--- src/rtl/riscv_id_ex_stage_pkg.sv ---
// Shared encodings for the ID/EX stage: operand selects, ALU control codes
// (common with riscv_alu) and the held-control payload.
package riscv_id_ex_stage_pkg;

   localparam int unsigned REG_W      = 5;
   localparam int unsigned ALU_CTRL_W = 4;
   localparam int unsigned A_SEL_W    = 2;

   localparam logic [A_SEL_W-1:0] A_SEL_RS1  = 2'b00;
   localparam logic [A_SEL_W-1:0] A_SEL_PC   = 2'b01;
   localparam logic [A_SEL_W-1:0] A_SEL_ZERO = 2'b10;

   localparam logic B_SEL_RS2 = 1'b0;
   localparam logic B_SEL_IMM = 1'b1;

   localparam logic [ALU_CTRL_W-1:0] ALU_ADD  = 4'b0000;
   localparam logic [ALU_CTRL_W-1:0] ALU_SUB  = 4'b0001;
   localparam logic [ALU_CTRL_W-1:0] ALU_AND  = 4'b0010;
   localparam logic [ALU_CTRL_W-1:0] ALU_OR   = 4'b0011;
   localparam logic [ALU_CTRL_W-1:0] ALU_XOR  = 4'b0100;
   localparam logic [ALU_CTRL_W-1:0] ALU_SLL  = 4'b0101;
   localparam logic [ALU_CTRL_W-1:0] ALU_SRL  = 4'b0110;
   localparam logic [ALU_CTRL_W-1:0] ALU_SRA  = 4'b0111;
   localparam logic [ALU_CTRL_W-1:0] ALU_SLT  = 4'b1000;
   localparam logic [ALU_CTRL_W-1:0] ALU_SLTU = 4'b1001;

   typedef struct packed {
      logic [ALU_CTRL_W-1:0] alu_ctrl;
      logic [REG_W-1:0]      rd_addr;
      logic                  we;
      logic                  is_load;
   } ex_ctrl_t;

endpackage

--- src/rtl/riscv_id_ex_stage_fwd_mux.sv ---
// Combinational priority forwarding select for one source register:
// held EX result, then EX/MEM, then MEM/WB, then register file; x0 is always 0.
module riscv_fwd_mux
   import riscv_id_ex_stage_pkg::*;
#(
   parameter int unsigned WIDTH = 64
) (
   input  logic [REG_W-1:0] i_rs,
   input  logic [WIDTH-1:0] i_rf_data,
   input  logic             i_ex_fwd_en,
   input  logic [REG_W-1:0] i_ex_rd,
   input  logic [WIDTH-1:0] i_ex_data,
   input  logic             i_exm_we,
   input  logic             i_exm_is_load,
   input  logic [REG_W-1:0] i_exm_rd,
   input  logic [WIDTH-1:0] i_exm_data,
   input  logic             i_mwb_we,
   input  logic [REG_W-1:0] i_mwb_rd,
   input  logic [WIDTH-1:0] i_mwb_data,
   output logic [WIDTH-1:0] o_data_c
);

   always_comb begin
      o_data_c = i_rf_data;
      if (i_rs == '0)
         o_data_c = '0;
      else if (i_ex_fwd_en && (i_ex_rd == i_rs))
         o_data_c = i_ex_data;
      else if (i_exm_we && !i_exm_is_load && (i_exm_rd == i_rs))
         o_data_c = i_exm_data;
      else if (i_mwb_we && (i_mwb_rd == i_rs))
         o_data_c = i_mwb_data;
   end

endmodule

--- src/rtl/riscv_id_ex_stage.sv ---
// ID/EX pipeline register feeding riscv_alu: operand forwarding, load-use
// stall detection, operand select and a saturating stall-cycle counter.
module riscv_id_ex_stage
   import riscv_id_ex_stage_pkg::*;
#(
   parameter int unsigned WIDTH = 64,
   parameter int unsigned CNT_W = 32
) (
   input  logic                  clk,
   input  logic                  rst,
   input  logic                  flush,
   input  logic                  id_valid,
   output logic                  id_ready,
   input  logic [WIDTH-1:0]      id_pc,
   input  logic [REG_W-1:0]      id_rs1_addr,
   input  logic [REG_W-1:0]      id_rs2_addr,
   input  logic [WIDTH-1:0]      id_rs1_data,
   input  logic [WIDTH-1:0]      id_rs2_data,
   input  logic [WIDTH-1:0]      id_imm,
   input  logic [A_SEL_W-1:0]    id_a_sel,
   input  logic                  id_b_sel,
   input  logic [ALU_CTRL_W-1:0] id_alu_ctrl,
   input  logic [REG_W-1:0]      id_rd_addr,
   input  logic                  id_we,
   input  logic                  id_is_load,
   input  logic                  ex_ready,
   input  logic [WIDTH-1:0]      ex_alu_result,
   input  logic                  exm_we,
   input  logic                  exm_is_load,
   input  logic [REG_W-1:0]      exm_rd,
   input  logic [WIDTH-1:0]      exm_data,
   input  logic                  mwb_we,
   input  logic [REG_W-1:0]      mwb_rd,
   input  logic [WIDTH-1:0]      mwb_data,
   output logic                  ex_valid,
   output logic [WIDTH-1:0]      ex_a,
   output logic [WIDTH-1:0]      ex_b,
   output logic [ALU_CTRL_W-1:0] ex_alu_ctrl,
   output logic [WIDTH-1:0]      ex_store_data,
   output logic [REG_W-1:0]      ex_rd_addr,
   output logic                  ex_we,
   output logic                  ex_is_load,
   output logic [CNT_W-1:0]      stall_cnt
);

   logic             r_ex_valid;
   logic [WIDTH-1:0] r_ex_a;
   logic [WIDTH-1:0] r_ex_b;
   logic [WIDTH-1:0] r_ex_store_data;
   ex_ctrl_t         r_ex_ctrl;
   logic [CNT_W-1:0] r_stall_cnt;

   logic             w_ex_fwd_en;
   logic [WIDTH-1:0] w_rs1_fwd;
   logic [WIDTH-1:0] w_rs2_fwd;
   logic             w_ex_ld;
   logic             w_exm_ld;
   logic             w_rs1_hit;
   logic             w_rs2_hit;
   logic             w_use_rs1;
   logic             w_use_rs2;
   logic             w_hazard;
   logic             w_ready;
   logic             w_capture;
   logic [WIDTH-1:0] w_a;
   logic [WIDTH-1:0] w_b;

   assign w_ex_fwd_en = r_ex_valid && r_ex_ctrl.we && !r_ex_ctrl.is_load;

   riscv_fwd_mux #(.WIDTH(WIDTH)) u_fwd_rs1 (
      .i_rs          (id_rs1_addr),
      .i_rf_data     (id_rs1_data),
      .i_ex_fwd_en   (w_ex_fwd_en),
      .i_ex_rd       (r_ex_ctrl.rd_addr),
      .i_ex_data     (ex_alu_result),
      .i_exm_we      (exm_we),
      .i_exm_is_load (exm_is_load),
      .i_exm_rd      (exm_rd),
      .i_exm_data    (exm_data),
      .i_mwb_we      (mwb_we),
      .i_mwb_rd      (mwb_rd),
      .i_mwb_data    (mwb_data),
      .o_data_c      (w_rs1_fwd)
   );

   riscv_fwd_mux #(.WIDTH(WIDTH)) u_fwd_rs2 (
      .i_rs          (id_rs2_addr),
      .i_rf_data     (id_rs2_data),
      .i_ex_fwd_en   (w_ex_fwd_en),
      .i_ex_rd       (r_ex_ctrl.rd_addr),
      .i_ex_data     (ex_alu_result),
      .i_exm_we      (exm_we),
      .i_exm_is_load (exm_is_load),
      .i_exm_rd      (exm_rd),
      .i_exm_data    (exm_data),
      .i_mwb_we      (mwb_we),
      .i_mwb_rd      (mwb_rd),
      .i_mwb_data    (mwb_data),
      .o_data_c      (w_rs2_fwd)
   );

   // Load-use: a pending load in EX or EX/MEM targets a source this instruction reads.
   assign w_ex_ld   = r_ex_valid && r_ex_ctrl.we && r_ex_ctrl.is_load;
   assign w_exm_ld  = exm_we && exm_is_load;
   assign w_rs1_hit = (id_rs1_addr != '0) &&
                      ((w_ex_ld && (r_ex_ctrl.rd_addr == id_rs1_addr)) ||
                       (w_exm_ld && (exm_rd == id_rs1_addr)));
   assign w_rs2_hit = (id_rs2_addr != '0) &&
                      ((w_ex_ld && (r_ex_ctrl.rd_addr == id_rs2_addr)) ||
                       (w_exm_ld && (exm_rd == id_rs2_addr)));
   assign w_use_rs1 = (id_a_sel == A_SEL_RS1);
   assign w_use_rs2 = (id_b_sel == B_SEL_RS2) || !id_is_load;
   assign w_hazard  = id_valid && ((w_use_rs1 && w_rs1_hit) || (w_use_rs2 && w_rs2_hit));

   assign w_ready   = !w_hazard && (!r_ex_valid || ex_ready);
   assign w_capture = id_valid && w_ready && !flush;
   assign id_ready  = w_ready;

   always_comb begin
      w_a = '0;
      case (id_a_sel)
         A_SEL_RS1: w_a = w_rs1_fwd;
         A_SEL_PC:  w_a = id_pc;
         default:   w_a = '0;
      endcase
   end

   assign w_b = (id_b_sel == B_SEL_IMM) ? id_imm : w_rs2_fwd;

   always_ff @(posedge clk or posedge rst) begin
      if (rst) begin
         r_ex_valid      <= 1'b0;
         r_ex_a          <= '0;
         r_ex_b          <= '0;
         r_ex_store_data <= '0;
         r_ex_ctrl       <= '0;
      end else if (flush) begin
         r_ex_valid <= 1'b0;
      end else if (w_capture) begin
         r_ex_valid      <= 1'b1;
         r_ex_a          <= w_a;
         r_ex_b          <= w_b;
         r_ex_store_data <= w_rs2_fwd;
         r_ex_ctrl       <= '{alu_ctrl: id_alu_ctrl, rd_addr: id_rd_addr,
                              we: id_we, is_load: id_is_load};
      end else if (ex_ready) begin
         r_ex_valid <= 1'b0;
      end
   end

   // Saturating count of cycles a valid instruction is held back by a load-use hazard.
   always_ff @(posedge clk or posedge rst) begin
      if (rst)
         r_stall_cnt <= '0;
      else if (w_hazard && !flush && (r_stall_cnt != '1))
         r_stall_cnt <= r_stall_cnt + CNT_W'(1);
   end

   assign ex_valid      = r_ex_valid;
   assign ex_a          = r_ex_a;
   assign ex_b          = r_ex_b;
   assign ex_alu_ctrl   = r_ex_ctrl.alu_ctrl;
   assign ex_store_data = r_ex_store_data;
   assign ex_rd_addr    = r_ex_ctrl.rd_addr;
   assign ex_we         = r_ex_ctrl.we;
   assign ex_is_load    = r_ex_ctrl.is_load;
   assign stall_cnt     = r_stall_cnt;

endmodule

--- config.mk ---
export PLATFORM = sky130hd
export DESIGN_NAME = riscv_id_ex_stage
export DESIGN_NICKNAME = d
export VERILOG_FILES = /design/src/rtl/riscv_id_ex_stage_pkg.sv /design/src/rtl/riscv_id_ex_stage_fwd_mux.sv /design/src/rtl/riscv_id_ex_stage.sv
export SDC_FILE = /design/constraint.sdc
export NUM_CORES = 1
export LEC_CHECK = 0
export CAP_MARGIN = 20
export CORE_AREA = 4 4 279 281
export DETAILED_ROUTE_END_ITERATION = 7
export DIE_AREA = 0 0 283 285
export PLACE_DENSITY = 0.52
export SETUP_SLACK_MARGIN = 0.2
export SLEW_MARGIN = 10
export SYNTH_ARGS = -nofsm -noshare
export SYNTH_HDL_FRONTEND = slang
export SYNTH_SLANG_ARGS = --single-unit
export TNS_END_PERCENT = 50
--- constraint.sdc ---
create_clock -name clk -period 23.4 [get_ports clk]
set_input_delay 7.02 -clock clk [delete_from_list [all_inputs] [get_ports clk]]
set_output_delay 7.02 -clock clk [all_outputs]
set_load 0.02 [all_outputs]
; Word-level counts from Yosys, hierarchy flattened
; Cells that the tools add are included.
; Widths: inputs -> output; s select.
[word_totals]
reg_bits = 236
input_bits = 490
output_inout_bits = 237
wordCells = 76
[op_classes]
n_addsub = 1
n_eq_ne = 8
mux = 13
n_bitwise = 2
reduce_logical = 43
[op_table]
columns = cell, count
row1 = $mux 64, 9
row2 = $pmux 64 s2, 1
row3 = $add 32x1->32 const B, 1
row4 = $ne 32x32->1 const B, 1
row5 = $eq 5x5->1, 6
row6 = $logic_and 1x1->1, 25
row7 = $logic_not 5->1, 2
row8 = $reduce_bool 5->1, 2
row9 = $logic_not 1->1, 6
row10 = $logic_or 1x1->1, 5
row11 = $mux 1, 3
row12 = $reduce_bool 3->1, 1
row13 = $eq 2x1->1 const B, 1
row14 = $logic_not 2->1, 1
row15 = $not 1->1, 2
row16 = $reduce_and 2->1, 1

; Longest topological paths before layout
; Gate-level depths: netlist of the first run.
[logic_depth]
ltp_word = 14
mapped_depth = 9
depth_no_buf = 7

; By module
; From an unflattened synthesis of the first run, not the netlist that was laid out.
[unflattened]
cells_unflattened = 1577
hier_area_um2 = 16276.9
[by_module_without_submodules]
columns = mod, n_inst, cells_each, area_each_um2, seq_area_each_um2
row1 = riscv_id_ex_stage, 1, 917, 11061.9, 5905.7
row2 = riscv_fwd_mux, 2, 330, 2607.5, 0.0

; Least setup slack after synthesis of the first run
; No wires, ideal clock.
[synth_path]
path_kind = in2out
startpoint = input id_rs1_addr[3]
endpoint = output id_ready
arrival_time_ps = 8565
t_required_ps = 16380
path_slack_ps = 7815
path_stages = 8
n_path_buf = 1
cell_sequence = xor2_1 > nor2_1 > and3_1 > o21a_1 > a31oi_1 > clkbuf_1 > nor2b_1 > nor2_1
[synth_between]
elab_chain_len = 9
elab_cells_between_ends = 12
classes_between = eq/ne: 2 / reduce/logical: 10
[synth_lines]
columns = element, line
row1 = from (decl), riscv_id_ex_stage.sv:15  ; input logic [REG_W-1:0] id_rs1_addr,
row2 = "$eq 5x5->1, on equally long branches", "riscv_id_ex_stage.sv:106, riscv_id_ex_stage.sv:107"
row3 = "$logic_and 1x1->1, on equally long branches", "riscv_id_ex_stage.sv:106, riscv_id_ex_stage.sv:107"
row4 = $logic_or 1x1->1, riscv_id_ex_stage.sv:106  ; ((w_ex_ld && (r_ex_ctrl.rd_addr == id_rs1_addr)) ||
row5 = $logic_and 1x1->1 *, riscv_id_ex_stage.sv:105  ; assign w_rs1_hit = (id_rs1_addr != '0) &&
row6 = $logic_and 1x1->1 *, riscv_id_ex_stage.sv:113  ; assign w_hazard = id_valid && ((w_use_rs1 && w_rs1_hit) || (w_use_rs2 && w_rs2_hit));
row7 = $logic_or 1x1->1 *, riscv_id_ex_stage.sv:113
row8 = $logic_and 1x1->1 *, riscv_id_ex_stage.sv:113
row9 = $logic_not 1->1 *, riscv_id_ex_stage.sv:115  ; assign w_ready = !w_hazard && (!r_ex_valid || ex_ready);
row10 = $logic_and 1x1->1 *, riscv_id_ex_stage.sv:115
row11 = to (decl), riscv_id_ex_stage.sv:13  ; output logic id_ready,
; Mark *: on every way between the ends. The rest lies on a longest branch, timed or not.

; Final worst setup path of the first run
[layout_path]
startpoint = input id_rs2_addr[0]
endpoint = output id_ready
[layout_between]
elab_chain_len = 9
elab_cells_between_ends = 12
classes_between = eq/ne: 2 / reduce/logical: 10
[layout_lines]
columns = element, line
row1 = from (decl), riscv_id_ex_stage.sv:16  ; input logic [REG_W-1:0] id_rs2_addr,
row2 = "$eq 5x5->1, on equally long branches", "riscv_id_ex_stage.sv:109, riscv_id_ex_stage.sv:110"
row3 = "$logic_and 1x1->1, on equally long branches", "riscv_id_ex_stage.sv:109, riscv_id_ex_stage.sv:110"
row4 = $logic_or 1x1->1, riscv_id_ex_stage.sv:109  ; ((w_ex_ld && (r_ex_ctrl.rd_addr == id_rs2_addr)) ||
row5 = $logic_and 1x1->1 *, riscv_id_ex_stage.sv:108  ; assign w_rs2_hit = (id_rs2_addr != '0) &&
row6 = $logic_and 1x1->1 *, riscv_id_ex_stage.sv:113
row7 = $logic_or 1x1->1 *, riscv_id_ex_stage.sv:113
row8 = $logic_and 1x1->1 *, riscv_id_ex_stage.sv:113
row9 = $logic_not 1->1 *, riscv_id_ex_stage.sv:115
row10 = $logic_and 1x1->1 *, riscv_id_ex_stage.sv:115
; Marks and branches as above.

==> flow_results.xml, run 1 <==
<?xml version="1.0" encoding="UTF-8"?>
<metrics>
  <group name="drt">
    <metric name="num_vias" unit="">17195</metric>
    <metric name="detail_route.wirelength" unit="um">92300</metric>
    <metric name="detail_route.vias_per_cell" unit="">5.25</metric>
    <metric name="routedWlPerCell" unit="um">28.2</metric>
    <metric name="initialDrtViolationCount" unit="">1436</metric>
    <metric name="post_route_drc" unit="">0</metric>
    <metric name="ant_nets_after_route" unit="">0</metric>
    <metric name="drt-pass1-iter-count" unit="">8</metric>
  </group>
  <group name="timing">
    <metric name="layout_setup_ws" unit="ps">6550</metric>
    <metric name="worst-slew-pin-transition" unit="ps">1040</metric>
    <metric name="timing.final.crit_period" unit="ps">16850</metric>
    <metric name="count_of_pins_over_their_slew_limit" unit="">0</metric>
    <metric name="finalCritPeriodShare" unit="">0.720</metric>
    <metric name="hold_violations" unit="">0</metric>
    <metric name="final-setup-viol-count" unit="">0</metric>
    <metric name="rsz_0062_raised_after_global_routing" unit="">no</metric>
    <metric name="fin_hold_ws" unit="ps">487</metric>
    <metric name="timing.slew.headroom" unit="">0.305</metric>
    <metric name="totalNegativeSetupSlack" unit="ps">0</metric>
    <metric name="finClkSkew" unit="ps">31.0</metric>
    <metric name="fmaxAchievable" unit="MHz">59.3</metric>
  </group>
  <group name="critical_path">
    <metric name="critPathMaxFanout" unit="">34</metric>
    <metric name="worst_r2r_path_depth" unit="">9</metric>
    <metric name="timing.critical_path.to" unit="">id_ready</metric>
    <metric name="crit_path_cell_trace" unit="">clkdlybuf4s50_1, xnor2_1, nand3_1, o31ai_1, a31oi_4, buf_4, nor2b_1, nor2_1, clkdlybuf4s50_1</metric>
    <metric name="worstSetupStartpointType" unit="">primary input</metric>
    <metric name="worst-setup-path-type" unit="">in -&gt; out</metric>
    <metric name="cpPeakStageDelay" unit="ps">660</metric>
    <metric name="crit_path_end_kind" unit="">primary output</metric>
    <metric name="cp.arrival" unit="ps">9830</metric>
    <metric name="reg2reg_end" unit="">ex_b[16]$_DFFE_PP0P_</metric>
    <metric name="critical_path.reg2reg.startpoint" unit="">ex_rd_addr[4]$_DFFE_PP0P_</metric>
    <metric name="crit_path_top_delay_cell" unit="">sky130_fd_sc_hd__o31ai_1</metric>
    <metric name="setup.reg_to_reg.worst_slack" unit="ps">19410</metric>
    <metric name="crit_start" unit="">id_rs2_addr[0]</metric>
    <metric name="crit_path_frequent_cell" unit="">sky130_fd_sc_hd__clkdlybuf4s50_1</metric>
    <metric name="timing.critical_path.required" unit="ps">16380</metric>
  </group>
  <group name="placed_design">
    <metric name="dp_hpwl" unit="um">64900</metric>
    <metric name="placement.cell_area" unit="um^2">22600</metric>
    <metric name="placement.setup.worst_slack" unit="ps">6540</metric>
    <metric name="io_buffers" unit="">726</metric>
    <metric name="finalWeightedCongestion" unit="">0.923</metric>
    <metric name="dp.cells" unit="">3197</metric>
  </group>
  <group name="clocking">
    <metric name="cts_tree" unit="">yes</metric>
    <metric name="cts.sink_count" unit="">236</metric>
    <metric name="cts-root-buf" unit="">sky130_fd_sc_hd__clkbuf_16</metric>
    <metric name="clk_pin_slew" unit="ps">60</metric>
    <metric name="postCtsSetupRepairBufs" unit="">0</metric>
    <metric name="insertion_delay_to_the_later_sink_of_the_worst_skew_pair" unit="ps">560</metric>
    <metric name="post_cts_resize_count" unit="">0</metric>
    <metric name="cts_hold_buf" unit="">0</metric>
    <metric name="cts_buffers" unit="">35</metric>
    <metric name="htree_levels" unit="">2</metric>
    <metric name="cts_max_path_buffers" unit="">3</metric>
  </group>
  <group name="power">
    <metric name="power.leakage" unit="nW">9.41</metric>
    <metric name="pwr_cell_area" unit="nW/um^2">66.7</metric>
    <metric name="switching_share" unit="">0.325</metric>
    <metric name="internal_power" unit="mW">1.08</metric>
    <metric name="psw" unit="uW">517</metric>
    <metric name="fin_total_pwr" unit="mW">1.59</metric>
    <metric name="clock_power_share" unit="">0.370</metric>
    <metric name="pwr-share-seq" unit="">0.318</metric>
    <metric name="combinationalPowerShare" unit="">0.312</metric>
    <metric name="peakVddDrop" unit="mV">0.0424</metric>
  </group>
  <group name="logic_synthesis">
    <metric name="post_synth_instance_area" unit="um^2">14300</metric>
    <metric name="synthTopCellsByArea" unit="">sky130_fd_sc_hd__dfrtp_1 (41%), sky130_fd_sc_hd__a221oi_1 (13%), sky130_fd_sc_hd__a21oi_1 (7.5%), sky130_fd_sc_hd__nor2_1 (5.4%), sky130_fd_sc_hd__mux2i_1 (4.6%)</metric>
    <metric name="synthDominantAreaCellType" unit="">sky130_fd_sc_hd__dfrtp_1</metric>
    <metric name="postSynthNetCount" unit="">2111</metric>
    <metric name="synth_sequential_area_ratio" unit="">0.412</metric>
    <metric name="synth_seq_cells" unit="">236</metric>
    <metric name="async_flop_share" unit="">1.00</metric>
    <metric name="synth_top_area_share" unit="">0.412</metric>
    <metric name="synthesis.instances" unit="">1620</metric>
    <metric name="synthesis.area_per_instance" unit="um^2">8.85</metric>
    <metric name="synthesis.yosys.warnings" unit="">0</metric>
    <metric name="yosys.cell_types.count" unit="">40</metric>
    <metric name="count_of_flip_flops_with_a_built_in_enable_after_synthesis" unit="">0</metric>
    <metric name="synthFlopType" unit="">sky130_fd_sc_hd__dfrtp_1</metric>
  </group>
  <group name="final_layout">
    <metric name="final_layout_size_suffix_gt1_frac" unit="">0.0565</metric>
    <metric name="post_layout_nonfiller_instances" unit="">3278</metric>
    <metric name="fill_cells" unit="">7831</metric>
    <metric name="layout.core_utilization" unit="">0.317</metric>
    <metric name="multiInputGateArea" unit="um^2">7900</metric>
    <metric name="fin_nets" unit="">2747</metric>
    <metric name="regArea" unit="um^2">5910</metric>
    <metric name="syn2layout_area_growth" unit="%">66.6</metric>
    <metric name="postLayoutCellArea" unit="um^2">23900</metric>
  </group>
  <group name="floorplanning">
    <metric name="dieWidth" unit="um">283</metric>
    <metric name="effective_utilization_at_floorplan" unit="">0.190</metric>
    <metric name="top_level_ports" unit="">727</metric>
    <metric name="floorplan.die_area" unit="um^2">80700</metric>
    <metric name="die_height" unit="um">285</metric>
    <metric name="rows" unit="">101</metric>
    <metric name="placeableCoreArea" unit="um^2">75400</metric>
  </group>
  <group name="global_routing">
    <metric name="grt_usage" unit="">0.217</metric>
    <metric name="grt-ovfl-total" unit="">0</metric>
    <metric name="first_pass_grt_wire_length" unit="um">130000</metric>
    <metric name="first_global_vias" unit="">17909</metric>
    <metric name="maximum_number_of_pins_on_one_net_before_global_route_repair" unit="">91</metric>
    <metric name="antenna_found_initial" unit="">23</metric>
  </group>
  <group name="run_status">
    <metric name="status" unit="">finished, final reports clean</metric>
  </group>
  <group name="flow_run">
    <metric name="cap_viol_max_count" unit="">0</metric>
  </group>
  <group name="worst_hold_path">
    <metric name="worstHoldPathType" unit="">reg -&gt; reg</metric>
  </group>
</metrics>
==> per-layer routing <==
layer / global-route usage / vias up / routed length [um]
met5: 0 / - / 40
met4: 0.0809 / 6 / 3380
met3: 0.0707 / 190 / 8900
met2: 0.351 / 1031 / 42900
met1: 0.269 / 8497 / 37100
li1: - / 7471 / -
==> area by class of cell <==
| class | instances | share of cell area |
|---|---|---|
| Multi-Input combinational cell | 1217 | 0.331 |
| Timing Repair Buffer | 762 | 0.316 |
| Sequential cell | 236 | 0.247 |
| Tap cell | 978 | 0.0512 |
| Clock buffer | 48 | 0.0421 |
| Clock inverter | 15 | 0.0104 |
| Antenna cell | 18 | 0.00188 |
| Inverter | 4 | 0.000942 |
==> worst max-delay path: cells and delay by family <==
kind                   cells  cell delay [ps]
XOR/XNOR                   1              160
buffers and inverters      3             1450
AND/OR/NAND/NOR            3              390
AO/OA/AOI/OAI              2              800
==> synthesized netlist by cell type (all sizes together) (3+ instances only) <==
master	n
dfrtp	236
a21oi	214
a221oi	208
nor2	205
nand2	154
clkbuf	119
mux2i	66
o2bb2ai	63
buf	44
xor2	42
a41oi	32
nand3b	32
nor3b	31
nand3	28
nor3	22
xnor2	19
nand4	14
mux2	13
and3	12
nor4	10
a31oi	9
a22oi	8
and4	8
nor2b	5
nor4b	5
inv	4
nand2b	4
and2	3
==> placed cells by master (no fill, tap or decap), types with 4 or more instances in the layout <==
master / Yosys / routed
sky130_fd_sc_hd__nor4_1: 9 / 9
sky130_fd_sc_hd__clkbuf_1: 119 / 6
sky130_fd_sc_hd__nand3b_1: 32 / 32
sky130_fd_sc_hd__clkbuf_8: 0 / 6
sky130_fd_sc_hd__a21oi_1: 214 / 214
sky130_fd_sc_hd__nor2b_1: 5 / 4
sky130_fd_sc_hd__clkinv_2: 0 / 4
sky130_fd_sc_hd__buf_4: 0 / 36
sky130_fd_sc_hd__nand2_1: 154 / 151
sky130_fd_sc_hd__clkdlybuf4s50_1: 0 / 725
sky130_fd_sc_hd__xor2_1: 42 / 42
sky130_fd_sc_hd__a221oi_1: 208 / 208
sky130_fd_sc_hd__nor3b_1: 31 / 31
sky130_fd_sc_hd__nor2_1: 205 / 201
sky130_fd_sc_hd__clkbuf_16: 0 / 36
sky130_fd_sc_hd__xnor2_1: 19 / 19
sky130_fd_sc_hd__nor4b_1: 5 / 5
sky130_fd_sc_hd__nand3_1: 28 / 26
sky130_fd_sc_hd__nor3_1: 22 / 21
sky130_fd_sc_hd__and4_1: 8 / 7
sky130_fd_sc_hd__o2bb2ai_1: 63 / 63
sky130_fd_sc_hd__bufinv_16: 0 / 6
sky130_fd_sc_hd__dfrtp_1: 236 / 236
sky130_fd_sc_hd__diode_2: 0 / 18
sky130_fd_sc_hd__nand4_1: 14 / 14
sky130_fd_sc_hd__and3_1: 12 / 10
sky130_fd_sc_hd__a31oi_1: 9 / 8
sky130_fd_sc_hd__mux2i_1: 66 / 66
sky130_fd_sc_hd__mux2_2: 13 / 13
sky130_fd_sc_hd__a22oi_1: 8 / 8
sky130_fd_sc_hd__a41oi_1: 32 / 32
==> sequential cells by signal, summed over array words and instances (netlist names), 4 cells and up <==
| name | flops |
|---|---|
| ex_a | 64 |
| ex_rd_addr | 5 |
| stall_cnt | 32 |
| ex_store_data | 64 |
| ex_b | 64 |
| ex_alu_ctrl | 4 |
==> worst min path at each step <==
stage	start	endpoint	slack, ps	cells past startpoint
detailed placement	ex_store_data[12]$_DFFE_PP0P_	ex_store_data[12]$_DFFE_PP0P_	470	1
floorplan	stall_cnt[31]$_DFFE_PP0P_	stall_cnt[31]$_DFFE_PP0P_	590	1
finish	ex_store_data[61]$_DFFE_PP0P_	ex_store_data[61]$_DFFE_PP0P_	490	1
global route	ex_store_data[6]$_DFFE_PP0P_	ex_store_data[6]$_DFFE_PP0P_	510	1
CTS	ex_store_data[35]$_DFFE_PP0P_	ex_store_data[35]$_DFFE_PP0P_	490	1
global placement	ex_store_data[8]$_DFFE_PP0P_	ex_store_data[8]$_DFFE_PP0P_	470	1
==> power groups by stage <==
stage / combinational [mW] / clock [mW] / sequential (mW)
CTS: 0.501 / 0.607 / 0.507
finish: 0.497 / 0.589 / 0.507
global placement: 0.498 / 0 / 0.512
floorplan: 0.128 / 0 / 0.583
global route: 0.525 / 0.625 / 0.515
detailed placement: 0.498 / 0 / 0.513
==> cells by family (layout without fill, tap and decap cells) <==
| group | after synthesis | in the layout | share of synthesized area |
|---|---|---|---|
| flops | 236 | 236 | 0.412 |
| xor+xnor | 61 | 61 | 0.0372 |
| simple gates | 536 | 536 | 0.176 |
| mux | 79 | 79 | 0.0563 |
| compound gates | 540 | 540 | 0.271 |
| buf+inv | 167 | 829 | 0.0470 |
| other cells | 0 | 18 | 0 |
| fa+ha+maj | 1 | 1 | 0.000872 |
Power figures use the tool's default switching activity.
==> run 2: changes to the inputs <==
--- a/config.mk
+++ b/config.mk
@@ -6,9 +6,9 @@
 export NUM_CORES = 1
 export LEC_CHECK = 0
 export CAP_MARGIN = 20
-export CORE_AREA = 4 4 279 281
+export CORE_AREA = 4 4 280 282
 export DETAILED_ROUTE_END_ITERATION = 7
-export DIE_AREA = 0 0 283 285
+export DIE_AREA = 0 0 284 286
 export PLACE_DENSITY = 0.52
 export SETUP_SLACK_MARGIN = 0.2
 export SLEW_MARGIN = 10
==> constraint.sdc (replaced) <==
create_clock -name clk -period 15.61 [get_ports clk]
set_input_delay 4.683 -clock clk [delete_from_list [all_inputs] [get_ports clk]]
set_output_delay 4.683 -clock clk [all_outputs]
set_load 0.02 [all_outputs]
==> flow_results.xml, run 2 (synthesis gave the netlist of run 1 again) <==
<?xml version="1.0" encoding="UTF-8"?>
<metrics>
  <group name="timing">
    <metric name="finClkSkew" unit="ps">21.8</metric>
    <metric name="worst-slew-pin-transition" unit="ps">1180</metric>
    <metric name="fin_hold_ws" unit="ps">486</metric>
    <metric name="fmaxAchievable" unit="MHz">81.8</metric>
    <metric name="totalNegativeSetupSlack" unit="ps">0</metric>
    <metric name="finalCritPeriodShare" unit="">0.784</metric>
    <metric name="final-setup-viol-count" unit="">0</metric>
    <metric name="timing.slew.headroom" unit="">0.215</metric>
    <metric name="hold_violations" unit="">0</metric>
    <metric name="count_of_pins_over_their_slew_limit" unit="">0</metric>
    <metric name="rsz_0062_raised_after_global_routing" unit="">no</metric>
    <metric name="timing.final.crit_period" unit="ps">12230</metric>
  </group>
  <group name="power">
    <metric name="pwr-share-seq" unit="">0.340</metric>
    <metric name="psw" unit="uW">754</metric>
    <metric name="combinationalPowerShare" unit="">0.330</metric>
    <metric name="power.leakage" unit="nW">9.29</metric>
    <metric name="switching_share" unit="">0.336</metric>
    <metric name="pwr_cell_area" unit="nW/um^2">95.1</metric>
    <metric name="clock_power_share" unit="">0.330</metric>
    <metric name="peakVddDrop" unit="mV">0.0640</metric>
    <metric name="internal_power" unit="mW">1.49</metric>
  </group>
  <group name="clocking">
    <metric name="cts-root-buf" unit="">sky130_fd_sc_hd__clkbuf_16</metric>
    <metric name="cts_buffers" unit="">34</metric>
    <metric name="htree_levels" unit="">2</metric>
    <metric name="post_cts_resize_count" unit="">0</metric>
    <metric name="cts_hold_buf" unit="">0</metric>
    <metric name="cts_tree" unit="">yes</metric>
    <metric name="cts.sink_count" unit="">236</metric>
    <metric name="clk_pin_slew" unit="ps">50</metric>
    <metric name="insertion_delay_to_the_later_sink_of_the_worst_skew_pair" unit="ps">540</metric>
    <metric name="postCtsSetupRepairBufs" unit="">0</metric>
    <metric name="cts_max_path_buffers" unit="">3</metric>
  </group>
  <group name="drt">
    <metric name="num_vias" unit="">17126</metric>
    <metric name="detail_route.vias_per_cell" unit="">5.26</metric>
    <metric name="drt-pass1-iter-count" unit="">5</metric>
    <metric name="ant_nets_after_route" unit="">0</metric>
    <metric name="routedWlPerCell" unit="um">27.7</metric>
    <metric name="initialDrtViolationCount" unit="">1248</metric>
    <metric name="post_route_drc" unit="">0</metric>
    <metric name="detail_route.wirelength" unit="um">90200</metric>
  </group>
  <group name="final_layout">
    <metric name="layout.core_utilization" unit="">0.312</metric>
    <metric name="fin_nets" unit="">2742</metric>
    <metric name="syn2layout_area_growth" unit="%">64.7</metric>
    <metric name="layout_commonest_cell" unit="">sky130_fd_sc_hd__clkdlybuf4s50_1</metric>
    <metric name="layout.cells.most_common_list" unit="">sky130_fd_sc_hd__clkdlybuf4s50_1 (725), sky130_fd_sc_hd__dfrtp_1 (236), sky130_fd_sc_hd__a21oi_1 (214)</metric>
    <metric name="final_layout_size_suffix_gt1_frac" unit="">0.0523</metric>
    <metric name="post_layout_nonfiller_instances" unit="">3258</metric>
    <metric name="postLayoutCellArea" unit="um^2">23600</metric>
  </group>
  <group name="floorplanning">
    <metric name="top_level_ports" unit="">727</metric>
    <metric name="die_height" unit="um">286</metric>
    <metric name="floorplan.die_area" unit="um^2">81200</metric>
    <metric name="dieWidth" unit="um">284</metric>
    <metric name="rows" unit="">101</metric>
    <metric name="placeableCoreArea" unit="um^2">75700</metric>
    <metric name="effective_utilization_at_floorplan" unit="">0.190</metric>
  </group>
  <group name="critical_path">
    <metric name="crit_path_top_delay_cell" unit="">sky130_fd_sc_hd__clkdlybuf4s50_1</metric>
    <metric name="timing.critical_path.required" unit="ps">10930</metric>
    <metric name="path_buf_inv" unit="">3</metric>
    <metric name="setup.reg_to_reg.worst_slack" unit="ps">12090</metric>
    <metric name="worst-setup-path-type" unit="">in -&gt; out</metric>
    <metric name="cpPeakStageDelay" unit="ps">620</metric>
    <metric name="crit_path_cell_trace" unit="">clkdlybuf4s50_1, xnor2_1, nand3_1, o31ai_1, a31oi_2, buf_4, nor2b_1, nor2_1, clkdlybuf4s50_1</metric>
    <metric name="critical_path.reg2reg.startpoint" unit="">ex_rd_addr[2]$_DFFE_PP0P_</metric>
    <metric name="crit_start" unit="">id_rs2_addr[0]</metric>
    <metric name="cp.arrival" unit="ps">7550</metric>
    <metric name="critPathMaxFanout" unit="">34</metric>
    <metric name="crit_path_frequent_cell" unit="">sky130_fd_sc_hd__clkdlybuf4s50_1</metric>
    <metric name="worstSetupStartpointType" unit="">primary input</metric>
    <metric name="crit_path_end_kind" unit="">primary output</metric>
    <metric name="cp_top_family" unit="">buffers and inverters</metric>
  </group>
  <group name="placed_design">
    <metric name="io_buffers" unit="">726</metric>
    <metric name="dp.cells" unit="">3192</metric>
    <metric name="finalWeightedCongestion" unit="">0.964</metric>
    <metric name="dp_hpwl" unit="um">63900</metric>
    <metric name="placement.cell_area" unit="um^2">22500</metric>
  </group>
  <group name="run_status">
    <metric name="status" unit="">finished, final reports clean</metric>
  </group>
  <group name="global_routing">
    <metric name="grt_usage" unit="">0.209</metric>
    <metric name="first_pass_grt_wire_length" unit="um">127000</metric>
    <metric name="antenna_found_initial" unit="">12</metric>
    <metric name="grt-ovfl-total" unit="">0</metric>
    <metric name="first_global_vias" unit="">17541</metric>
    <metric name="maximum_number_of_pins_on_one_net_before_global_route_repair" unit="">88</metric>
  </group>
  <group name="worst_hold_path">
    <metric name="worstHoldStart" unit="">ex_store_data[7]$_DFFE_PP0P_</metric>
    <metric name="worstHoldPathType" unit="">reg -&gt; reg</metric>
  </group>
  <group name="flow_run">
    <metric name="cap_viol_max_count" unit="">0</metric>
  </group>
</metrics>
==> run 2: changes by cell type in the layout (fill, tap and decap cells not counted), sizes merged <==
cell	before	now
diode	18	6
clkinv	5	7
buf	37	33
bufinv	6	0
==> run 2: final cells by class <==
type                       instances  area (um^2)
tap                              978         1220
sequential                       236         5910
fill                            7834        52100
inverter                           4         22.5
timing repair buffer             758         7520
clock buffer                      48          963
multi-input combinational       1217         7890
antenna                            6         15.0
clock inverter                    11         86.3
==> run 2: power groups by stage <==
stage	Clock (mW)	Combinational, mW	Sequential (mW)
after floorplan	0	0.192	0.875
after global placement	0	0.741	0.771
after detailed placement	0	0.744	0.773
after CTS	0.769	0.747	0.764
after global routing	0.792	0.783	0.774
final	0.742	0.742	0.764
==> run 2: final timing paths <==
path | end | cells past startpoint
min in group asynchronous | ex_a[52]$_DFFE_PP0P_ | 2
worst max register to register | ex_b[16]$_DFFE_PP0P_ | 8
worst min register to register | ex_store_data[7]$_DFFE_PP0P_ | 1
worst min-delay path | ex_store_data[7]$_DFFE_PP0P_ | 1
worst max-delay path | id_ready | 9
max in group asynchronous | ex_b[2]$_DFFE_PP0P_ | 4
==> run 2: per-layer routing <==
metal | GRT usage | routed length, um | vias to the layer above
met5 | 0 | 39 | -
met4 | 0.0739 | 3040 | 6
met3 | 0.0655 | 8480 | 161
met2 | 0.350 | 42900 | 967
met1 | 0.254 | 35800 | 8546
li1 | - | - | 7446
==> run 2: worst register-to-register path, stage by stage (launching register included) <==
cell	delay, ps
sky130_fd_sc_hd__dfrtp_1	520
sky130_fd_sc_hd__xor2_1	200
sky130_fd_sc_hd__nor3_1	100
sky130_fd_sc_hd__and3_1	170
sky130_fd_sc_hd__o21a_1	210
sky130_fd_sc_hd__a311oi_4	290
sky130_fd_sc_hd__buf_4	630
sky130_fd_sc_hd__buf_4	890
sky130_fd_sc_hd__a41oi_1	330
==> run 2: metrics by stage <==
| step | total power, mW | setup WS, ps |
|---|---|---|
| 3_3_place_gp | 1.51 | 3320 |
| 3_5_place_dp | 1.52 | 3360 |
| 5_1_grt | 2.35 | 3280 |
| 4_1_cts | 2.28 | 3350 |
| 6_report | 2.25 | 3380 |
| 2_1_floorplan | 1.07 | 4450 |
